--- config.mk ---
export PLATFORM = sky130hd
export DESIGN_NAME = fifo_push_arbiter_flat
export DESIGN_NICKNAME = d
export VERILOG_FILES = /design/src/rtl/fifo_arb_pkg.sv /design/src/rtl/fifo_push_arbiter_if.sv /design/src/rtl/fifo_push_arbiter_rr_picker.sv /design/src/rtl/fifo_push_arbiter.sv /design/src/flat_wrapper.sv
export SDC_FILE = /design/constraint.sdc
export NUM_CORES = 1
export LEC_CHECK = 0
export BUFFER_PORTS_ARGS = -buffer_cell sky130_fd_sc_hd__buf_4
export CAP_MARGIN = 15
export CORE_UTILIZATION = 28
export DETAILED_ROUTE_END_ITERATION = 6
export HOLD_SLACK_MARGIN = 0.06
export PLACE_DENSITY = 0.54
export SETUP_SLACK_MARGIN = 0.1
export SYNTH_ARGS = -nofsm -noshare
export SYNTH_HDL_FRONTEND = slang
export SYNTH_SLANG_ARGS = --single-unit
--- constraint.sdc ---
create_clock -name clk -period 1.9 [get_ports clk]
set_input_delay 0.19 -clock clk [delete_from_list [all_inputs] [get_ports clk]]
set_output_delay 0.19 -clock clk [all_outputs]
set_load 0.02 [all_outputs]
--- src/rtl/fifo_arb_pkg.sv ---
// fifo_arb_pkg: shared types and constants for the PS-PL FIFO push arbiter.
//   arb_state_t : arbiter FSM states (IDLE, GRANT)
//   STAT_W      : width of each per-producer accepted-word counter
//   BURST_W     : width of the in-grant burst counter
package fifo_arb_pkg;

  typedef enum logic {
    IDLE  = 1'b0,
    GRANT = 1'b1
  } arb_state_t;

  localparam int STAT_W  = 16;
  localparam int BURST_W = 8;

endpackage

--- src/rtl/fifo_push_arbiter_if.sv ---
// fifo_push_arbiter_if: producer-side and FIFO-side bus of the push arbiter.
//   req[N_REQ]           producer requests (valid)
//   data_in[N_REQ*WIDTH] producer words, slice i = [i*WIDTH +: WIDTH]
//   ack[N_REQ]           one-hot acceptance strobe
//   fifo_full            FIFO full flag
//   fifo_datain[WIDTH]   word to the FIFO
//   fifo_enw             FIFO write enable
// Modports: master = arbiter, slave = producers + FIFO.
//
// Handshake: req[i] acts as valid and must stay high with data_in slice i
// stable until ack[i]. A word transfers exactly at a rising edge where
// ack[i]=1; at that same edge the FIFO sees fifo_enw=1 and samples
// fifo_datain. ack is combinational, so "ready" is granted-and-not-full.
interface fifo_push_arbiter_if #(
  parameter int N_REQ = 4,
  parameter int WIDTH = 8
);
  logic [N_REQ-1:0]       req;
  logic [N_REQ*WIDTH-1:0] data_in;
  logic [N_REQ-1:0]       ack;
  logic                   fifo_full;
  logic [WIDTH-1:0]       fifo_datain;
  logic                   fifo_enw;

  modport master (
    input  req, data_in, fifo_full,
    output ack, fifo_datain, fifo_enw
  );

  modport slave (
    output req, data_in, fifo_full,
    input  ack, fifo_datain, fifo_enw
  );
endinterface

--- src/rtl/fifo_push_arbiter_rr_picker.sv ---
// rr_picker: combinational round-robin selector.
//   req[N_REQ]   request vector
//   last[IDX_W]  index granted most recently
//   winner       first set request at (last+1) mod N_REQ onwards, wrapping
//   any_req      high when any request is set (winner is 0 otherwise)
module rr_picker #(
  parameter  int N_REQ = 4,
  localparam int IDX_W = $clog2(N_REQ)
) (
  input  logic [N_REQ-1:0] req,
  input  logic [IDX_W-1:0] last,
  output logic [IDX_W-1:0] winner,
  output logic             any_req
);

  // Scan starting just after last; last itself is visited last so a lone
  // requester that just finished can still win again.
  always_comb begin
    winner  = '0;
    any_req = 1'b0;
    for (int k = 1; k <= N_REQ; k++) begin
      if (!any_req && req[(int'(last) + k) % N_REQ]) begin
        any_req = 1'b1;
        winner  = IDX_W'((int'(last) + k) % N_REQ);
      end
    end
  end

endmodule

--- src/rtl/fifo_push_arbiter.sv ---
// fifo_push_arbiter: round-robin sharing of the fifo_small write port among
// N_REQ producers, with a bounded burst per grant and fifo_full back-pressure.
//   clk, rst_n  clock, asynchronous active-low reset
//   bus         fifo_push_arbiter_if.master (req/data_in/ack, FIFO push side)
//   grant_id    current owner, meaningful only while busy=1
//   busy        high in GRANT
//   state_dbg   FSM state
//   word_count  per-producer saturating accepted-word counters
//               (only when ARB_STATS_EN is defined)
// Optional feature macro: ARB_STATS_EN.
module fifo_push_arbiter
  import fifo_arb_pkg::*;
#(
  parameter  int N_REQ     = 4,
  parameter  int WIDTH     = 8,
  parameter  int MAX_BURST = 16,
  localparam int IDX_W     = $clog2(N_REQ)
) (
  input  logic                   clk,
  input  logic                   rst_n,
  fifo_push_arbiter_if.master    bus,
  output logic [IDX_W-1:0]       grant_id,
  output logic                   busy,
  output arb_state_t             state_dbg
`ifdef ARB_STATS_EN
  ,
  output logic [N_REQ*STAT_W-1:0] word_count
`endif
);

  arb_state_t         state_q, state_d;
  logic [IDX_W-1:0]   grant_q, grant_d;
  logic [IDX_W-1:0]   last_q, last_d;
  logic [BURST_W-1:0] burst_q, burst_d;

  logic [IDX_W-1:0]   pick_idx;
  logic               pick_any;
  logic               enw;

  rr_picker #(.N_REQ(N_REQ)) u_picker (
    .req     (bus.req),
    .last    (last_q),
    .winner  (pick_idx),
    .any_req (pick_any)
  );

  always_ff @(posedge clk or negedge rst_n) begin
    if (!rst_n) begin
      state_q <= IDLE;
      grant_q <= '0;
      last_q  <= IDX_W'(N_REQ - 1);
      burst_q <= '0;
    end else begin
      state_q <= state_d;
      grant_q <= grant_d;
      last_q  <= last_d;
      burst_q <= burst_d;
    end
  end

  // Outputs are combinational from registered state, so reset (which
  // forces IDLE asynchronously) blocks any write in the same cycle.
  always_comb begin
    state_d         = state_q;
    grant_d         = grant_q;
    last_d          = last_q;
    burst_d         = burst_q;
    enw             = 1'b0;
    bus.fifo_enw    = 1'b0;
    bus.fifo_datain = '0;
    bus.ack         = '0;

    case (state_q)
      IDLE: begin
        if (pick_any) begin
          grant_d = pick_idx;
          burst_d = '0;
          state_d = GRANT;
        end
      end

      GRANT: begin
        enw             = bus.req[grant_q] & ~bus.fifo_full;
        bus.fifo_enw    = enw;
        bus.fifo_datain = bus.data_in[grant_q*WIDTH +: WIDTH];
        bus.ack         = N_REQ'(enw) << grant_q;

        if (!bus.req[grant_q]) begin
          // Producer drained: release without writing.
          state_d = IDLE;
          last_d  = grant_q;
        end else if (enw) begin
          burst_d = burst_q + BURST_W'(1);
          if (burst_q == BURST_W'(MAX_BURST - 1)) begin
            state_d = IDLE;
            last_d  = grant_q;
          end
        end
      end

      default: state_d = IDLE;
    endcase
  end

  assign grant_id  = grant_q;
  assign busy      = (state_q == GRANT);
  assign state_dbg = state_q;

`ifdef ARB_STATS_EN
  for (genvar i = 0; i < N_REQ; i++) begin : g_stat
    logic [STAT_W-1:0] cnt_q;

    // Saturating: holds at all-ones instead of wrapping.
    always_ff @(posedge clk or negedge rst_n) begin
      if (!rst_n) begin
        cnt_q <= '0;
      end else if (bus.ack[i] && (cnt_q != '1)) begin
        cnt_q <= cnt_q + STAT_W'(1);
      end
    end

    assign word_count[i*STAT_W +: STAT_W] = cnt_q;
  end
`endif

endmodule
--- src/flat_wrapper.sv ---
// flat-port wrapper written by rule: the top's interface ports become plain ports
module fifo_push_arbiter_flat import fifo_arb_pkg::*;
#(
  parameter  int N_REQ     = 4,
  parameter  int WIDTH     = 8,
  parameter  int MAX_BURST = 16,
  localparam int IDX_W     = $clog2(N_REQ)
)
  (clk, rst_n, grant_id, busy, state_dbg, bus_req, bus_data_in, bus_fifo_full, bus_ack, bus_fifo_datain, bus_fifo_enw);
  fifo_push_arbiter_if #(.N_REQ(N_REQ), .WIDTH(WIDTH)) bus_i ();
  input  logic clk;
  input  logic rst_n;
  output logic [IDX_W-1:0] grant_id;
  output logic busy;
  output arb_state_t state_dbg;
  input wire logic [$bits(bus_i.req)-1:0] bus_req;
  input wire logic [$bits(bus_i.data_in)-1:0] bus_data_in;
  input wire logic [$bits(bus_i.fifo_full)-1:0] bus_fifo_full;
  output wire logic [$bits(bus_i.ack)-1:0] bus_ack;
  output wire logic [$bits(bus_i.fifo_datain)-1:0] bus_fifo_datain;
  output wire logic [$bits(bus_i.fifo_enw)-1:0] bus_fifo_enw;
  assign bus_i.req = bus_req;
  assign bus_i.data_in = bus_data_in;
  assign bus_i.fifo_full = bus_fifo_full;
  assign bus_ack = bus_i.ack;
  assign bus_fifo_datain = bus_i.fifo_datain;
  assign bus_fifo_enw = bus_i.fifo_enw;
  fifo_push_arbiter #(.N_REQ(N_REQ), .WIDTH(WIDTH), .MAX_BURST(MAX_BURST)) u_core (.clk(clk), .rst_n(rst_n), .bus(bus_i), .grant_id(grant_id), .busy(busy), .state_dbg(state_dbg));
endmodule
; Yosys cells after proc, flatten, opt, wreduce, memory -nomap -nowiden
; Cells that the tools add are included.
[classes]
n_reduce_logical = 13
eq_ne = 6
n_lt_le_gt_ge = 5
addsub = 5
mux = 37
bitwise_logic = 7
n_shift = 2
[ops]
columns = operator, count
row1 = 8-bit two-way mux, 4
row2 = 32-bit by 6-bit indexed part select with 8-bit output, 1
row3 = 1-bit two-way mux, 18
row4 = "3-bit by 4-bit < comparator with 1-bit output, second input constant", 4
row5 = 8-bit one-hot mux with 2 select lines, 1
row6 = 2-bit two-way mux, 7
row7 = 1-bit binary-select mux with 2-bit select, 5
row8 = "8-bit by 1-bit adder with 8-bit output, second input constant", 1
row9 = "8-bit by 4-bit == test with 1-bit output, second input constant", 1
row10 = 2-bit OR reduction, 4
row11 = "2-bit inequality test, second input constant", 3
row12 = 3-bit AND reduction, 2
row13 = "2-bit by 1-bit adder with 2-bit output, second input constant", 2
row14 = "2-bit adder, second input constant", 2
row15 = "1-bit bitwise AND, first input constant", 4
row16 = 4-bit two-way mux, 1
row17 = "2-bit by 1-bit inequality test with 1-bit output, second input constant", 2
row18 = 1-bit by 2-bit << shifter with 4-bit output, 1
row19 = 1-bit logical AND, 3
row20 = 1-bit zero test, 3
row21 = "2-bit by 3-bit < comparator with 1-bit output, second input constant", 1
row22 = 1-bit NOT, 2
row23 = 1-bit one-hot mux with 2 select lines, 1
row24 = 2-bit AND reduction, 1
row25 = 1-bit bitwise AND, 1
[totals]
input_bits = 39
output_inout_bits = 17
register_bits = 13
wordCells = 79

; Longest topological paths before layout
[logic_depth]
ltp_word = 18
depth_mapped = 6

; Hierarchy
; A second synthesis with hierarchy kept.
[hier_totals]
hier_cells = 107
area_unflattened_um2 = 1102.3
[modules_own_cells]
columns = module, n_inst, cells_per_inst, area_each_um2
row1 = fifo_push_arbiter, 1, 93, 1011.0
row2 = rr_picker, 1, 14, 91.3

; Least setup slack after synthesis
; Ideal clock, no wire load.
[synth_path]
kind = register to output
from = reg u_core.grant_q[1] (netlist: u_core.grant_id[1])
to = out bus_ack[3]
slack_ps = 30
n_path_buf = 1
t_required_ps = 1710
path_stages_with_launch = 6
arrival_ps = 1680
path_cell_list = dfrtp_1 buf_6 mux4_2 nand2_2 inv_1 and3_1
[synth_via]
elab_chain_len = 5
[synth_lines]
columns = item, line
row1 = from (decl), fifo_push_arbiter.sv:32  ; logic [IDX_W-1:0] grant_q, grant_d;
row2 = from (signal assigned), fifo_push_arbiter.sv:55  ; grant_q <= grant_d;
row3 = 1-bit binary-select mux with 2-bit select, fifo_push_arbiter.sv:83  ; enw = bus.req[grant_q] & ~bus.fifo_full;
row4 = 1-bit two-way mux (not written as such), fifo_push_arbiter.sv:83
row5 = 1-bit bitwise AND, fifo_push_arbiter.sv:83
row6 = 1-bit by 2-bit << shifter with 4-bit output (*), fifo_push_arbiter.sv:86  ; bus.ack = N_REQ'(enw) << grant_q;
row7 = 4-bit two-way mux (*), fifo_push_arbiter.sv:73  ; case (state_q)
row8 = to (decl), flat_wrapper.sv:19  ; output wire logic [$bits(bus_i.ack)-1:0] bus_ack;
; Every way passes the cells marked *; elsewhere a longest branch is shown, timed or not. The select of a mux whose other input is x is not followed.

; Worst setup path after layout
; Ends and elaborated chain as after synthesis.

==> results.cfg <==
[critical_path]
crit_arrival_ns = 1.59
r2r_slack_ns = 0.20
required_ns = 1.71
cp-end-kind = output pin
reg2reg_from = u_core.grant_id[0]
crit_path_max_fanout = 3
startpoint_type = flip-flop
ff2ff_path_depth = 6
critical_path_class = reg2out
reg2reg_to = u_core.burst_q[1]

[floorplan]
pin_count = 56
chipHeight_um = 64.1
core_area_um2 = 3690
die_x_um = 64.1
die_area_um2 = 4100
num_rows = 22
initial_core_util_pct = 29.2

[power_and_ir_drop]
pwr-share-clk_pct = 10.8
netSwitchingPower_w = 0.000888
p_per_area_nw_per_um2 = 1340
pwr-share-seq_pct = 19.5
p_int_w = 0.00138
switching_share_pct = 39.1
p_leak_nw = 0.793
p_comb_share_pct = 69.8
ir_drop_mv = 0.485

[timing]
relSlewSlack_pct = 72.8
clock_skew_ns = 0.00196
tns_ns = 0
finalHoldViolCount = 0
period_needed_ns = 1.78
finalMaxSlewViolations = 0
rsz0062_at_grt = true
fmax_mhz = 563
setup_viol = 0
fin_crit_sh_pct = 93.5
tightest_slew_ns = 0.406

[route]
drt-total-wl_um = 3040
route.met3.wl_um = 263
wire_per_inst_um = 14.6
m1WireLength_um = 1300
ant_nets = 0
met2_length_um = 1440
vias = 1041
drt_iter0_drc = 45
drc_errors = 0
via_per_inst = 5.00
first_pass_iters = 4
highest_layer = met4

[synthesis]
ys_seq_area_share_pct = 30.4
synth_edf_count = 0
avgSynthCellArea_um2 = 11.2
syn_area_um2 = 1080
ys_warn_count = 0
ys_async_sr_fraction_pct = 100
syn_nets = 136
yosys_most_used_dff = dfrtp_1
ys_types = 39
synth_top_area_share_pct = 25.5
ys_seq_elements = 13
synth_area_leaders = dfrtp_1 (26%), mux4_2 (15%), mux2i_1 (5.6%), clkbuf_8 (5.1%), dfstp_2 (4.9%)
yosysTopAreaCell = dfrtp_1
synthCells = 96

[layout]
diodes = 0
area_growth_syn_to_layout_pct = 57.2
final_util_pct = 46.0
drive_gt1_share_pct = 61.3
nNetsFinal = 201

[clock_tree]
cts_buffers = 3
htree_levels = 1
cts-root-buf = clkbuf_8
path_clk_slew_ns = 0.06
clock_path_buffers = 2
insertion_delay_ns = 0.24
cts_tree = built
cts_sinks = 13

[placed_design]
gp_congestion = 0.792
io_buffer_count = 55
hpwlAfterDp_um = 2260

[flow_run]
max_cap_viol_count = 0

[hold_path]
hold_class = in2reg
whs_endpoint = u_core.grant_id[0]
min_from = bus_req[2]
hold_depth = 3

[grt]
antenna_found_initial = 0
grt_pass1_vias = 1068
grt_start_max_net_pins = 20
grt_pass1_wl_um = 4810
gr-total-overflow = 0
grt_util_all_layers_pct = 15.2

[outcome]
status = complete, no violations
-- sequential cells by signal, indices dropped and copies added (netlist names) --
name	cells
u_core.grant_id	2
u_core.burst_q	8
u_core.last_q	2
u_core.busy	1
-- Yosys cell counts, types with 2 or more instances --
cell type,instances
o21ai_0,3
mux4_2,7
mux2i_1,6
mux2_1,2
nand4_1,3
and2_1,8
o31ai_1,2
nand3_1,3
a31oi_1,2
nand2_1,3
a21oi_1,2
dfstp_2,2
clkbuf_8,4
mux4_1,2
nand2_2,2
xor2_1,4
inv_1,2
dfrtp_1,11
nor2_1,8
-- power groups by stage --
stage                     combinational, W  sequential, W  clock, W
after floorplan                   0.000927       0.000464         0
final                              0.00158       0.000442  0.000244
after CTS                          0.00146       0.000444  0.000258
after global placement             0.00129       0.000447         0
after detailed placement           0.00131       0.000450         0
after global routing               0.00169       0.000452  0.000265
-- layer usage --
| layer | GRT usage [%] | up-vias |
|---|---|---|
| met5 | 0 | - |
| met4 | 5.97 | 0 |
| met3 | 2.32 | 4 |
| met2 | 26.7 | 58 |
| met1 | 18.3 | 484 |
| li1 | - | 495 |
-- logic make-up after synthesis --
logic type	Yosys count	synth area share, %
xor gates and xnor gates	4	3.25
buffers and inverters	9	7.89
muxes	17	27.1
DFF	13	30.4
adders and majority gates	1	1.16
AOI/OAI and AO/OA	14	9.16
and+or+nand+nor	38	21.0
-- cell type report --
| class | count | area (µm²) |
|---|---|---|
| Fill cell | 366 | 1990 |
| Multi-Input combinational cell | 74 | 702 |
| Timing Repair Buffer | 67 | 547 |
| Sequential cell | 13 | 330 |
| Tap cell | 48 | 60.1 |
| Clock buffer | 3 | 41.3 |
| Inverter | 2 | 10.0 |
| Clock inverter | 1 | 5.00 |
-- placed cells by master, fill, tap and decap left out, drive strengths merged, types with 2 or more instances in the layout --
cell type	n
o21ai	3
nand4	3
nand3	3
buf	66
inv	2
dfrtp	11
nand2	5
xor2	4
a21oi	2
mux2i	6
o31ai	3
mux2	2
clkbuf	3
nor2	8
a31oi	2
and2	8
dfstp	2
and4	2
mux4	9
-- worst max-delay path, cell delays in order, from the launching register on --
cell and delay [ns]:
dfrtp_2 0.37, mux4_2 0.55, nand2_4 0.10, inv_4 0.03, and3_4 0.17, buf_6 0.12
-- worst max path at each step --
stage	start	endpoint	slack, ns	cells past startpoint
2_1_floorplan	u_core.grant_id[1]	bus_ack[3]	0.09	5
3_3_place_gp	u_core.grant_id[1]	bus_ack[3]	0.19	5
3_5_place_dp	u_core.grant_id[1]	bus_ack[3]	0.17	5
4_1_cts	u_core.grant_id[1]	bus_ack[3]	0.08	5
5_1_grt	u_core.grant_id[0]	bus_fifo_datain[0]	0.08	4
6_report	u_core.grant_id[1]	bus_ack[3]	0.12	5
-- through the flow --
step	area, µm²	hold slack, ns	cells	worst slack [ns]	power (W)
after CTS	1650	0.257	207	0.0844	0.00216
after detailed placement	1520	0.0494	197	0.174	0.00176
final	1700	0.266	208	0.123	0.00227
after floorplan	1090	-0.106	96	0.0853	0.00139
after global placement	1520	0.0426	197	0.186	0.00174
after global routing	1700	0.281	208	0.0753	0.00241
-- repair_timing --
| action | in CTS | in global routing |
|---|---|---|
| hold buffers | 1 | 0 |
| gates resized for setup | 10 | 13 |
| setup buffers | 5 | 1 |
| setup endpoints to repair | 11 | 11 |
| hold endpoints to repair | 13 | 0 |
| pin swaps | 4 | 0 |
No activity file was read; power rests on OpenSTA's default activity.
